`src/rtl/ctrl_pkg.sv`:
```
// Shared types and encodings for the multi-cycle control sequencer.
// Opcode and ALU-operation constants are 3 and 2 bits wide; wider opcode buses are range-checked by the decoder.
package ctrl_pkg;

  typedef enum logic [2:0] {
    IDLE,
    FETCH,
    DECODE,
    EXEC,
    MEM,
    WB,
    DONE
  } state_t;

  typedef enum logic [1:0] {
    CLS_MEM,
    CLS_ALU,
    CLS_BRANCH,
    CLS_ILLEGAL
  } op_class_t;

  localparam logic [2:0] OP_SB  = 3'd0;
  localparam logic [2:0] OP_LB  = 3'd1;
  localparam logic [2:0] OP_ADD = 3'd2;
  localparam logic [2:0] OP_AND = 3'd3;
  localparam logic [2:0] OP_XOR = 3'd4;
  localparam logic [2:0] OP_CPY = 3'd5;
  localparam logic [2:0] OP_SL  = 3'd6;
  localparam logic [2:0] OP_BNE = 3'd7;

  localparam logic [1:0] ALU_AND = 2'b00;
  localparam logic [1:0] ALU_ADD = 2'b01;
  localparam logic [1:0] ALU_XOR = 2'b10;
  localparam logic [1:0] ALU_CMP = 2'b11;

endpackage

```
`src/rtl/ctrl_decode.sv`:
```
// Combinational opcode decoder: instruction class plus the ALU-side controls it implies.
// Any opcode with a bit set above bit 2 is classed as illegal.
module ctrl_decode
  import ctrl_pkg::*;
#(
  parameter int OPCODE_W = 3
) (
  input  logic [OPCODE_W-1:0] opcode,
  output logic [1:0]          op_class,
  output logic [1:0]          alu_op,
  output logic                shift,
  output logic                copy,
  output logic                load
);

  logic upper_nz;

  generate
    if (OPCODE_W > 3) begin : g_wide
      assign upper_nz = |opcode[OPCODE_W-1:3];
    end else begin : g_narrow
      assign upper_nz = 1'b0;
    end
  endgenerate

  always_comb begin
    // NOTE: every output gets a default before the case, so no path can infer a latch.
    op_class = CLS_ILLEGAL;
    alu_op   = ALU_AND;
    shift    = 1'b0;
    copy     = 1'b0;
    load     = 1'b0;
    if (!upper_nz) begin
      unique case (opcode[2:0])
        OP_SB:  op_class = CLS_MEM;
        OP_LB: begin
          op_class = CLS_MEM;
          load     = 1'b1;
        end
        OP_ADD: begin
          op_class = CLS_ALU;
          alu_op   = ALU_ADD;
        end
        OP_AND: op_class = CLS_ALU;
        OP_XOR: begin
          op_class = CLS_ALU;
          alu_op   = ALU_XOR;
        end
        OP_CPY: begin
          op_class = CLS_ALU;
          copy     = 1'b1;
        end
        OP_SL: begin
          op_class = CLS_ALU;
          shift    = 1'b1;
        end
        OP_BNE: begin
          op_class = CLS_BRANCH;
          alu_op   = ALU_CMP;
        end
      endcase
    end
  end

endmodule

```
`src/rtl/multicycle_ctrl_seq.sv`:
```
// Multi-cycle control sequencer: steps each instruction through FETCH/DECODE/EXEC/MEM/WB,
// drives the per-phase datapath strobes and keeps a saturating busy-cycle counter.
module multicycle_ctrl_seq
  import ctrl_pkg::*;
#(
  parameter int OPCODE_W = 3,
  parameter int ALUOP_W  = 2,
  parameter int CYC_W    = 16
) (
  input  logic                Clk,
  input  logic                Reset,
  input  logic                Start,
  input  logic                Halt,
  input  logic [OPCODE_W-1:0] Opcode,
  input  logic                BranchTaken,
  input  logic                MemReady,
  output logic                IrWrite,
  output logic                PcWrite,
  output logic                PcSrc,
  output logic [ALUOP_W-1:0]  ALUOp,
  output logic                Shift,
  output logic                Copy,
  output logic                Load,
  output logic                ReadMem,
  output logic                WriteMem,
  output logic                WriteReg,
  output logic                Illegal,
  output logic                Busy,
  output logic                Done,
  output logic [CYC_W-1:0]    CycleCount
);

  state_t              state_q, state_d;
  logic [OPCODE_W-1:0] opcode_q, opcode_d;
  logic [CYC_W-1:0]    cyc_q, cyc_d;

  logic [OPCODE_W-1:0] dec_opcode;
  logic [1:0]          dec_class;
  logic [1:0]          dec_alu_op;
  logic                dec_shift;
  logic                dec_copy;
  logic                dec_load;
  op_class_t           cls;
  logic [1:0]          alu_op;
  logic                busy;

  // The IR is loaded at the end of FETCH, so in DECODE its field is decoded directly;
  // from EXEC onward only the latched copy matters and later IR changes are ignored.
  assign dec_opcode = (state_q == DECODE) ? Opcode : opcode_q;

  ctrl_decode #(
    .OPCODE_W(OPCODE_W)
  ) u_decode (
    .opcode  (dec_opcode),
    .op_class(dec_class),
    .alu_op  (dec_alu_op),
    .shift   (dec_shift),
    .copy    (dec_copy),
    .load    (dec_load)
  );

  assign cls  = op_class_t'(dec_class);
  assign busy = !((state_q == IDLE) || (state_q == DONE));

  always_ff @(posedge Clk) begin
    // NOTE: non-blocking assignments, so every flop samples the pre-edge values of the others.
    if (Reset) begin
      state_q  <= IDLE;
      opcode_q <= '0;
      cyc_q    <= '0;
    end else begin
      state_q  <= state_d;
      opcode_q <= opcode_d;
      cyc_q    <= cyc_d;
    end
  end

  always_comb begin
    state_d  = state_q;
    opcode_d = opcode_q;
    cyc_d    = cyc_q;
    case (state_q)
      IDLE, DONE: begin
        if (Start) begin
          state_d = FETCH;
          cyc_d   = '0;
        end
      end
      FETCH:  state_d = Halt ? DONE : DECODE;
      DECODE: begin
        opcode_d = Opcode;
        state_d  = (cls == CLS_ILLEGAL) ? FETCH : EXEC;
      end
      EXEC: begin
        case (cls)
          CLS_MEM: state_d = MEM;
          CLS_ALU: state_d = WB;
          default: state_d = FETCH;
        endcase
      end
      MEM: begin
        if (MemReady) state_d = dec_load ? WB : FETCH;
      end
      WB:      state_d = FETCH;
      default: state_d = IDLE;
    endcase
    // Counts busy cycles only; holds at all-ones rather than wrapping.
    if (busy && (cyc_q != '1)) cyc_d = cyc_q + 1'b1;
  end

  always_comb begin
    IrWrite  = 1'b0;
    PcWrite  = 1'b0;
    PcSrc    = 1'b0;
    alu_op   = ALU_AND;
    Shift    = 1'b0;
    Copy     = 1'b0;
    Load     = 1'b0;
    ReadMem  = 1'b0;
    WriteMem = 1'b0;
    WriteReg = 1'b0;
    Illegal  = 1'b0;
    case (state_q)
      FETCH:  IrWrite = !Halt;
      DECODE: begin
        if (cls == CLS_ILLEGAL) begin
          Illegal = 1'b1;
          PcWrite = 1'b1;
        end
      end
      EXEC: begin
        alu_op = dec_alu_op;
        Shift  = dec_shift;
        Copy   = dec_copy;
        if (cls == CLS_BRANCH) begin
          PcWrite = 1'b1;
          PcSrc   = BranchTaken;
        end
      end
      MEM: begin
        ReadMem  = dec_load;
        WriteMem = !dec_load;
        PcWrite  = MemReady && !dec_load;
      end
      WB: begin
        WriteReg = 1'b1;
        Load     = dec_load;
        PcWrite  = 1'b1;
      end
      default: ;
    endcase
  end

  assign ALUOp      = ALUOP_W'(alu_op);
  assign Busy       = busy;
  assign Done       = (state_q == DONE);
  assign CycleCount = cyc_q;

endmodule

```
`config.mk`:
```
export PLATFORM = sky130hd
export DESIGN_NAME = multicycle_ctrl_seq
export DESIGN_NICKNAME = d
export VERILOG_FILES = /design/src/rtl/ctrl_pkg.sv /design/src/rtl/ctrl_decode.sv /design/src/rtl/multicycle_ctrl_seq.sv
export SDC_FILE = /design/constraint.sdc
export NUM_CORES = 1
export LEC_CHECK = 0
export ABC_CLOCK_PERIOD_IN_PS = 2900
export BUFFER_PORTS_ARGS = -buffer_cell sky130_fd_sc_hd__buf_2
export CORE_ASPECT_RATIO = 0.7
export CORE_MARGIN = 2
export CORE_UTILIZATION = 45
export DETAILED_ROUTE_END_ITERATION = 6
export HOLD_SLACK_MARGIN = 0.08
export PLACE_DENSITY = 0.81
export SLEW_MARGIN = 20
export SYNTH_ARGS = -nofsm -noshare
export SYNTH_HDL_FRONTEND = slang
export SYNTH_SLANG_ARGS = --single-unit
```
`constraint.sdc`:
```
create_clock -name Clk -period 2.9 [get_ports Clk]
set_clock_uncertainty 0.05 [all_clocks]
set_input_delay 0.435 -clock Clk [delete_from_list [all_inputs] [get_ports Clk]]
set_output_delay 0.435 -clock Clk [all_outputs]
set_load 0.02 [all_outputs]
```
# Yosys cells after proc, flatten, opt, wreduce, memory -nomap -nowiden
# Cells that the tools add are included.
[classes]
n_addsub = 1
eq_ne = 19
n_mux = 30
reduce_logical = 16
[ops]
columns = ["op", "count"]
rows = [
  ["16-bit 2-to-1 mux", 3],
  ["3-bit equality test (second input constant)", 7],
  ["3-bit one-hot mux with 6 select lines", 1],
  ["16-bit by 1-bit adder with 16-bit output (second input constant)", 1],
  ["16-bit != test (second input constant)", 1],
  ["1-bit 2-to-1 mux", 15],
  ["3-bit 2-to-1 mux", 5],
  ["3-bit by 2-bit equality test with 1-bit output (second input constant)", 4],
  ["2-bit one-hot mux with 3 select lines", 2],
  ["3-bit by 1-bit equality test with 1-bit output (second input constant)", 2],
  ["3-bit zero test", 2],
  ["3-bit one-hot mux with 2 select lines", 1],
  ["5-bit OR reduction", 1],
  ["2-bit equality test (second input constant)", 2],
  ["2-bit 2-to-1 mux", 2],
  ["2-bit != test (second input constant)", 2],
  ["1-bit one-hot mux with 4 select lines", 1],
  ["2-bit AND reduction", 2],
  ["2-bit nonzero test", 2],
  ["2-bit OR reduction", 2],
  ["1-bit zero test", 3],
  ["2-bit by 1-bit equality test with 1-bit output (second input constant)", 1],
  ["1-bit logical AND", 2],
  ["2-bit zero test", 1],
  ["1-bit logical OR", 1],
]
[totals]
register_bits = 22
input_bits = 9
output_inout_bits = 30
wordCells = 69

# Logic depth before layout (Yosys ltp)
# Gate-level depths: netlist of run 1.
[depth]
ltp_word = 8
ltp_mapped = 8
ltp_nobuf = 6

# Hierarchy
# A second synthesis of run 1 with hierarchy kept.
[unflattened]
hier_cells = 192
area_unflattened_um2 = 1552.7
[by_module_without_submodules]
columns = ["module", "instances", "cells_each", "area_per_inst_um2", "seq_area_each_um2"]
rows = [
  ["multicycle_ctrl_seq", 1, 181, 1482.7, 440.4],
  ["ctrl_decode", 1, 11, 70.1, 0.0],
]

# Worst setup path before layout of run 1
# Ideal clock, no wire load.
[synth_path]
path_type = "reg-to-output"
startpoint = "register state_q[1]"
endpoint = "output port ALUOp[0]"
arrival_ns = 1.970
required_ns = 2.415
slack_ns = 0.445
stages_incl_launch_ff = 6
path_buffers = 1
path_cell_list = "dfxtp_1 > buf_4 > nor3b_2 > mux2i_1 > xor2_1 > nor3b_1"
[synth_via]
elab_chain_cells = 5
word_cells_on_any_way = 8
cone_classes = "5 x eq/ne; 3 x mux"
[synth_lines]
columns = ["element", "line_no", "text"]
rows = [
  ["from (decl)", "multicycle_ctrl_seq.sv:33", "state_t state_q, state_d;"],
  ["from (signal assigned)", "multicycle_ctrl_seq.sv:72", "state_q <= state_d;"],
  ["3-bit by 2-bit equality test with 1-bit output", "multicycle_ctrl_seq.sv:49", "assign dec_opcode = (state_q == DECODE) ? Opcode : opcode_q;"],
  ["3-bit 2-to-1 mux", "n/a", ""],
  ["3-bit equality test / 3-bit by 2-bit equality test with 1-bit output (equally long branches)", "ctrl_decode.sv:34", "unique case (opcode[2:0])"],
  ["2-bit one-hot mux with 3 select lines", "ctrl_decode.sv:34", ""],
  ["2-bit 2-to-1 mux *", "multicycle_ctrl_seq.sv:123", "case (state_q)"],
  ["to (decl)", "multicycle_ctrl_seq.sv:20", "output logic [ALUOP_W-1:0] ALUOp,"],
]
# Every way passes the cells marked *; elsewhere a longest branch is shown, timed or not.

# Worst setup path in the final report of run 1
[layout_path]
startpoint = "register state_q[1]"
endpoint = "output port ALUOp[1]"
# Same word-level chain as after synthesis.

==> results of run 1 <==
==> worst max-delay path, cell delays in order, from the launching register on <==
cell	delay, ns
dfxtp_1	0.54
nor3b_2	0.31
buf_4	0.19
mux2_2	0.36
nand2_1	0.09
nor3b_1	0.17
buf_2	0.19
==> report_power, final <==
group | switching [mW] | internal [mW]
clock network | 0.0941 | 0.0928
logic | 0.388 | 0.241
registers | 0.0808 | 0.340
==> flip-flops by register name, indices dropped and copies added (netlist names) <==
signal,flops
CycleCount,16
opcode_q,3
state_q,3
==> worst min-delay path by stage <==
stage                     slack [ns]  cells past startpoint        endpoint           start
after CTS                       0.42                      3     opcode_q[2]       Opcode[2]
after global placement          0.46                      2  CycleCount[14]  CycleCount[14]
final                           0.42                      3     opcode_q[2]       Opcode[2]
after detailed placement        0.46                      2  CycleCount[10]  CycleCount[10]
after global routing            0.43                      3     opcode_q[1]       Opcode[1]
after floorplan                 0.46                      1      state_q[0]           Reset
==> area by class of cell <==
| type | count | area (µm²) |
|---|---|---|
| Inverter | 6 | 22.5 |
| Tap cell | 36 | 45.0 |
| Fill cell | 276 | 1240 |
| Sequential cell | 22 | 440 |
| Multi-Input combinational cell | 140 | 853 |
| Timing Repair Buffer | 39 | 200 |
| Clock buffer | 3 | 41.3 |
==> cells in the final DEF (no fill, tap or decap), drive strengths merged <==
| cell type | Yosys | routed |
|---|---|---|
| nand2b | 2 | 2 |
| buf | 5 | 39 |
| nand3 | 9 | 9 |
| mux2i | 4 | 4 |
| nand2 | 11 | 11 |
| o21ai | 4 | 4 |
| and2b | 2 | 2 |
| clkbuf | 3 | 3 |
| o21a | 1 | 1 |
| nor2 | 18 | 18 |
| conb | 1 | 1 |
| o21bai | 2 | 2 |
| inv | 6 | 6 |
| ha | 1 | 1 |
| or4 | 4 | 4 |
| or3 | 3 | 3 |
| a311oi | 3 | 3 |
| a21oi | 17 | 17 |
| dfxtp | 22 | 22 |
| nor4 | 1 | 1 |
| and3 | 4 | 4 |
| and2 | 2 | 2 |
| a211oi | 6 | 6 |
| xor2 | 1 | 1 |
| mux2 | 2 | 2 |
| a22oi | 1 | 1 |
| o211ai | 1 | 1 |
| o32ai | 1 | 1 |
| nor3 | 18 | 18 |
| a31oi | 5 | 5 |
| nand4 | 6 | 6 |
| or2b | 1 | 1 |
| o311ai | 1 | 1 |
| nor3b | 4 | 4 |
| or2 | 3 | 3 |
| xnor2 | 1 | 1 |
==> cell families (layout without fill, tap and decap cells) <==
| family | Yosys count | count (layout) | synth area share, % |
|---|---|---|---|
| simple gates | 88 | 88 | 35.8 |
| compound gates | 42 | 42 | 19.2 |
| flops | 22 | 22 | 32.1 |
| buf+inv | 14 | 48 | 5.57 |
| mux | 6 | 6 | 4.84 |
| xor+xnor | 2 | 2 | 1.28 |
| fa+ha+maj | 1 | 1 | 0.913 |
| other cells | 1 | 1 | 0.274 |
==> metal layers <==
metal  vias to the layer above  routed length [µm]  track usage (%)
li1                        723                   -                -
met1                       636                1680             30.0
met2                        44                1290             25.9
met3                         5                 214             4.62
met4                         0                  40             5.77
met5                         -                   0                0
==> metrics by stage <==
step	util, %	worst slack, ns
finish	56.4	0.303
global route	56.4	0.106
CTS	56.4	0.303
detailed placement	54.9	0.611
global placement	54.9	0.641
floorplan	-	0.445
==> results.toml, run 1 <==
[sta]
worstMarginPinSlew_ns = 0.944
finalHoldViolCount = 0
setup_viol = 0
timing.final.crit_share_pct = 89.6
hold_ws_ns = 0.423
clock.fmax_ghz = 0.385
rsz0062_at_grt = "no"
timing.setup.tns_ns = 0
period_needed_ns = 2.60
drv_slew = 0
max_slew_margin_pct = 36.8

[run]
maxCapViolations = 0

[grt]
grt_start_max_net_pins = 24
antenna_found_initial = 0
grt_pass1_vias = 1179
grtUsageTotal_pct = 19.3
grt-ovfl-total = 0
grt_pass1_wl_um = 5490

[drt]
via_per_inst = 5.72
drc = 0
vias = 1408
wl_per_cell_um = 13.1
first_pass_iters = 4
postRouteAntennaNets = 0
drt_iter0_drc = 161
routed_wl_um = 3220

[yosys]
synthArstFlopShare_pct = 0
synth_commonest_cells = "22 x dfxtp_1, 18 x nor2_1, 17 x a21oi_1, 17 x nor3_1, 11 x nand2_1"
syn_nets = 186
syn_avg_cell_area_um2 = 7.78
synth_edf_count = 0
synth_top_area_share_pct = 32.1
netlist_top_cells_area = "dfxtp_1 32%, a21oi_1 6.2%, nor3_1 6.2%"
syn-instance-count = 176
ys_types = 44
ys_seq_area_share_pct = 32.1
yosysTopAreaCell = "dfxtp_1"
ys.flop_type = "dfxtp_1"
yosysMostFrequentCell = "dfxtp_1"
synth.cell_area_um2 = 1370
yosys_warnings = 0
ys_ff_latch = 22

[layout]
n_antenna_cell = 0
drive_above_1_share_pct = 24.8
layout.cells.non_filler = 246
fin_area_um2 = 1600
final_nets = 222
area_delta_synth_final_pct = 17.0

[worst_setup_path]
ff2ff_setup_slack_ns = 0.58
path_max_fanout = 12
crit_path_end = "ALUOp[1]"
arrival_ns = 2.11
worstPathRequired_ns = 2.41
worstReg2RegStart = "CycleCount[0]"
worstSetupEndpointType = "output pin"
critPathKind = "reg2out"
r2r_cells = 6
cp-start-kind = "flip-flop"
worstSetupStartpoint = "state_q[1]"
reg2reg_to = "CycleCount[5]"

[floorplan]
dieHeight_um = 50.2
die_w_um = 70.0
num_rows = 16
coreArea_um2 = 2840
ioPinCount = 39
dieArea_um2 = 3510
start_util_pct = 48.2

[clocking]
numClockSinks = 22
cts_tree = "built"
clockRootBuffer = "clkbuf_8"
cts_buffers = 3
cts_setup_buffers = 0
clk_pin_slew_ns = 0.07
cts_repair_resize_count = 0
insertion_delay_ns = 0.26
cts_buffer_depth = 2
postCtsHoldBufs = 0
h-tree-depth = 1

[power]
powerDensity_nw_per_um2 = 771
max-vdd-ir-drop_mv = 0.449
total_power_mw = 1.24
p_leak_nw = 0.655

[placed_design]
dp_hpwl_um = 2330
gp_congestion = 0.871
placedCellCount = 243
io_buffers = 37
placed_area_um2 = 1560

[worst_hold_path]
hp-class = "in2reg"

[status]
status = "complete, no violations"
Power figures use the tool's default switching activity.
==> inputs of run 2 (changes only) <==
- CORE_UTILIZATION: 45 -> 51
- PLACE_DENSITY: 0.81 -> 0.88
==> run 2 against run 1 <==
Power fell by 0.29%. Global-route usage rose by 2.7 points. Critical path type unchanged. Sequential share of layout area fell by 0.064 points. Non-clock buffer count did not move. Register-to-register slack got worse by 0.09 ns. Critical path depth did not move. Clock power barely moved. Final cell count fell by 0.81%. Via count rose by 1.8%. Largest cell class unchanged. Clock-buffer cell count did not move. Combinational power fell by 1%.
==> results.toml, run 2 (synthesis results as in run 1) <==
[clocking]
clk_pin_slew_ns = 0.08
h-tree-depth = 1
cts_buffers = 3
insertion_delay_ns = 0.26
cts_setup_buffers = 0
clockRootBuffer = "clkbuf_8"
postCtsHoldBufs = 0
cts_buffer_depth = 2
cts_tree = "built"
numClockSinks = 22

[worst_setup_path]
worstSetupEndpointType = "output pin"
worstPathRequired_ns = 2.41
r2r_cells = 7
crit_path_cell_trace = "nor3b_4 > mux2i_1 > o21bai_1 > a21oi_1 > o21bai_1 > buf_2"
cp-start-kind = "flip-flop"
crit_slowest_cell = "dfxtp_1"
critPathMaxStageDelay_ns = 0.57
crit_path_frequent_cell = "o21bai_1"
path_max_fanout = 12
critPathKind = "reg2out"
arrival_ns = 2.13

[sta]
clock.fmax_ghz = 0.382
period_needed_ns = 2.62
setup_viol = 0
timing.final.crit_share_pct = 90.3
rsz0062_at_grt = "no"
max_slew_margin_pct = 35.7
drv_slew = 0
timing.setup.tns_ns = 0
worstMarginPinSlew_ns = 0.961
finalHoldViolCount = 0
hold_ws_ns = 0.433

[floorplan]
num_rows = 15
die_w_um = 66.0
ioPinCount = 39
dieHeight_um = 47.4
coreArea_um2 = 2510
start_util_pct = 54.5
dieArea_um2 = 3120

[placed_design]
placedCellCount = 241
io_buffers = 37
dp_hpwl_um = 2390
placed_area_um2 = 1560
gp_congestion = 0.867

[drt]
routed_wl_um = 3280
via_per_inst = 5.88
wl_per_cell_um = 13.4
vias = 1434
drt_iter0_drc = 129
postRouteAntennaNets = 0
first_pass_iters = 4
drc = 0

[grt]
grt_start_max_net_pins = 24
antenna_found_initial = 0
grtUsageTotal_pct = 22.0
grt-ovfl-total = 0
grt_pass1_wl_um = 5260
grt_pass1_vias = 1187

[layout]
multiInputGateArea_um2 = 860
drive_above_1_share_pct = 24.8
largest_register_ffs = 16
n_antenna_cell = 0
fin_area_um2 = 1610
area_delta_synth_final_pct = 17.3
mostFrequentLayoutCells = "37 x buf_2, 22 x dfxtp_1, 18 x nor2_1"
fill_cells = 234
post-route-util_pct = 63.9
final_nets = 222
register_area_um2 = 440
layout.cells.non_filler = 244
layout_commonest_cell = "buf_2"

[worst_hold_path]
hp-class = "in2reg"
whs_path_depth = 3

[power]
max-vdd-ir-drop_mv = 0.451
powerDensity_nw_per_um2 = 767
p_leak_nw = 0.655

[run]
maxCapViolations = 0

[status]
status = "complete, no violations"
## run 2: cell counts in the layout (fill, tap and decap cells not counted)
No cell type changed its count.
## run 2: area by class of cell
class	instances	share of cell area (%)
multi-input cells	140	53.5
clock buffers	3	2.57
flip-flops and latches	22	27.4
repair buffers	39	12.5
well taps	34	2.65
inverters	6	1.40
## run 2: worst paths after layout
kind             startpoint        endpoint  slack [ns]
max reg2reg   CycleCount[0]  CycleCount[15]        0.49
min reg2reg  CycleCount[14]  CycleCount[14]        0.48
max              state_q[1]         PcWrite        0.28
min               Opcode[1]     opcode_q[1]        0.43
## run 2: per-layer routing
metal / global-route usage [%] / vias up / share of wire, %
met3: 6.00 / 2 / 6.7
met4: 4.08 / 0 / 0.18
met1: 31.6 / 666 / 50
li1: - / 719 / -
met2: 33.9 / 47 / 43
met5: 0 / - / 0
## run 2: power by group
part	switching [mW]	internal [mW]	leakage (nW)
clock	0.0917	0.0927	0.0216
sequential	0.0860	0.339	0.178
combinational	0.382	0.240	0.455
total	0.560	0.672	0.655
## run 2: metrics by stage
step	power (mW)	setup WS, ns
after floorplan	0.932	0.445
after global placement	1.03	0.606
after detailed placement	1.04	0.491
after CTS	1.22	0.201
after global routing	1.33	0.0841
final	1.23	0.281
## run 2: critical path, delay by kind of cell, from the launching register on
family	cells	cell delay [ns]
flops	1	0.57
compound gates	3	0.44
simple gates	1	0.41
mux	1	0.27
buf+inv	1	0.17
## run 2: timing repair
item                       in CTS  in global routing
setup endpoints to repair       0                  2
gates resized for setup         0                  1
hold endpoints to repair        0                  0
==> inputs of run 3 (changes only) <==
- REMOVE_ABC_BUFFERS: default -> 1
- SETUP_SLACK_MARGIN: default -> 0.15
==> run 3 against run 2 <==
Wire length up 1.6%. First-iteration DRC count down 13%. Worst hold slack better by 0.0015 ns. Final cell count up 0.41%. Sequential power about the same. Register-to-register slack better by 0.03 ns. Die area unchanged. Combinational power up 2%. Sequential share of layout area down 0.071 points. Cell area up 0.55%. Critical path type unchanged. Critical endpoint unchanged.
==> results.toml, run 3 (synthesis results as in run 1) <==
[worst_setup_path]
worstPathRequired_ns = 2.41
path_max_fanout = 13
arrival_ns = 2.02
crit_path_frequent_cell = "o21bai_1"
worstSetupEndpointType = "output pin"
crit_slowest_cell = "dfxtp_1"
cp-start-kind = "flip-flop"
critPathKind = "reg2out"
critPathMaxStageDelay_ns = 0.65
crit_path_cell_trace = "nor3b_2 > buf_4 > nor3b_1 > o21bai_1 > a21oi_1 > o21bai_1 > buf_2"

[clocking]
numClockSinks = 22
h-tree-depth = 1
cts_repair_resize_count = 0
insertion_delay_ns = 0.26
cts_setup_buffers = 0
cts_buffer_depth = 2
postCtsHoldBufs = 0
cts_buffers = 3
clk_pin_slew_ns = 0.08
cts_tree = "built"
clockRootBuffer = "clkbuf_8"

[power]
pwr-share-comb_pct = 49.9
power_switching_mw = 0.576
pwr-share-clk_pct = 17.0
p_leak_nw = 0.663
share_seq_of_total_power_pct = 33.1
internal_power_mw = 0.704
max-vdd-ir-drop_mv = 0.592
p_sw_share_pct = 45.0
powerDensity_nw_per_um2 = 792

[sta]
timing.final.crit_share_pct = 86.3
worstMarginPinSlew_ns = 0.931
drv_slew = 0
setup_viol = 0
hold_ws_ns = 0.434
period_needed_ns = 2.50
max_slew_margin_pct = 37.7
clock.fmax_ghz = 0.400
finalHoldViolCount = 0
timing.setup.tns_ns = 0
rsz0062_at_grt = "no"

[layout]
register_area_um2 = 442
layout.cells.non_filler = 245
fill_cells = 223
drive_above_1_share_pct = 25.6
area_delta_synth_final_pct = 17.9
layout_commonest_cell = "buf_2"
n_antenna_cell = 0
mostFrequentLayoutCells = "37 x buf_2, 21 x dfxtp_1, 18 x nor2_1"
final_nets = 222
multiInputGateArea_um2 = 853
largest_register_ffs = 16

[floorplan]
coreArea_um2 = 2510
dieArea_um2 = 3120
start_util_pct = 54.5
die_w_um = 66.0
num_rows = 15
dieHeight_um = 47.4
ioPinCount = 39

[placed_design]
dp_hpwl_um = 2470
placedCellCount = 241
gp_congestion = 0.829
io_buffers = 37

[grt]
grt-ovfl-total = 0
antenna_found_initial = 0
grt_start_max_net_pins = 24
grtUsageTotal_pct = 22.6
grt_pass1_wl_um = 5370
grt_pass1_vias = 1126

[drt]
drt_iter0_drc = 112
vias = 1447
wl_per_cell_um = 13.6
routed_wl_um = 3330
drc = 0
postRouteAntennaNets = 0
first_pass_iters = 4
via_per_inst = 5.91

[worst_hold_path]
hp-class = "in2reg"

[status]
status = "complete, no violations"

[run]
maxCapViolations = 0
-- run 3: cell types whose count changed in the layout (fill, tap and decap cells not counted) --
cell / change
nor3b_4: -1
clkbuf_8: +1
dfxtp_1: -1
dfxtp_2: +1
nor3b_2: +1
-- run 3: through the flow --
stage          cell area, µm²  setup slack [ns]  util (%)  total power [mW]
2_1_floorplan            1320             0.385         -             0.880
3_3_place_gp             1560             0.661      62.0              1.04
3_5_place_dp             1560             0.562      62.0              1.06
4_1_cts                  1610             0.280      64.2              1.28
5_1_grt                  1620             0.238      64.2              1.39
6_report                 1620             0.398      64.2              1.28
-- run 3: final timing paths --
| path | cells after the start | slack [ns] | start | to |
|---|---|---|---|---|
| max | 7 | 0.40 | state_q[0] | PcWrite |
| min | 3 | 0.43 | Opcode[1] | opcode_q[1] |
| max reg2reg | 6 | 0.52 | CycleCount[0] | CycleCount[5] |
| min reg2reg | 2 | 0.48 | CycleCount[14] | CycleCount[14] |
-- run 3: cell type report --
cell class / count / area share [%]
inverter: 6 / 1.39
clock buffer: 4 / 3.41
multi-input combinational: 140 / 52.8
sequential: 22 / 27.3
timing repair buffer: 39 / 12.4
tap: 34 / 2.63
-- run 3: power by group through the flow --
| stage | Clock (mW) | Combinational, mW | Sequential (mW) |
|---|---|---|---|
| floorplan | 0 | 0.458 | 0.422 |
| global placement | 0 | 0.615 | 0.422 |
| detailed placement | 0 | 0.631 | 0.429 |
| CTS | 0.221 | 0.634 | 0.422 |
| global route | 0.238 | 0.713 | 0.435 |
| finish | 0.218 | 0.638 | 0.424 |
-- run 3: routing by layer --
metal / GRT usage (%) / up-vias / share of wire (%)
met2: 34.5 / 52 / 46
met4: 4.90 / 0 / 0.27
li1: - / 725 / -
met1: 33.6 / 666 / 48
met3: 4.32 / 4 / 5.9
met5: 0 / - / 0
-- run 3: worst max-delay path: cells and delay by family, from the launching register on --
family,cells,cell delay (ns)
AO/OA/AOI/OAI,3,0.50
AND/OR/NAND/NOR,2,0.26
buffers and inverters,2,0.35
flip-flops,1,0.65
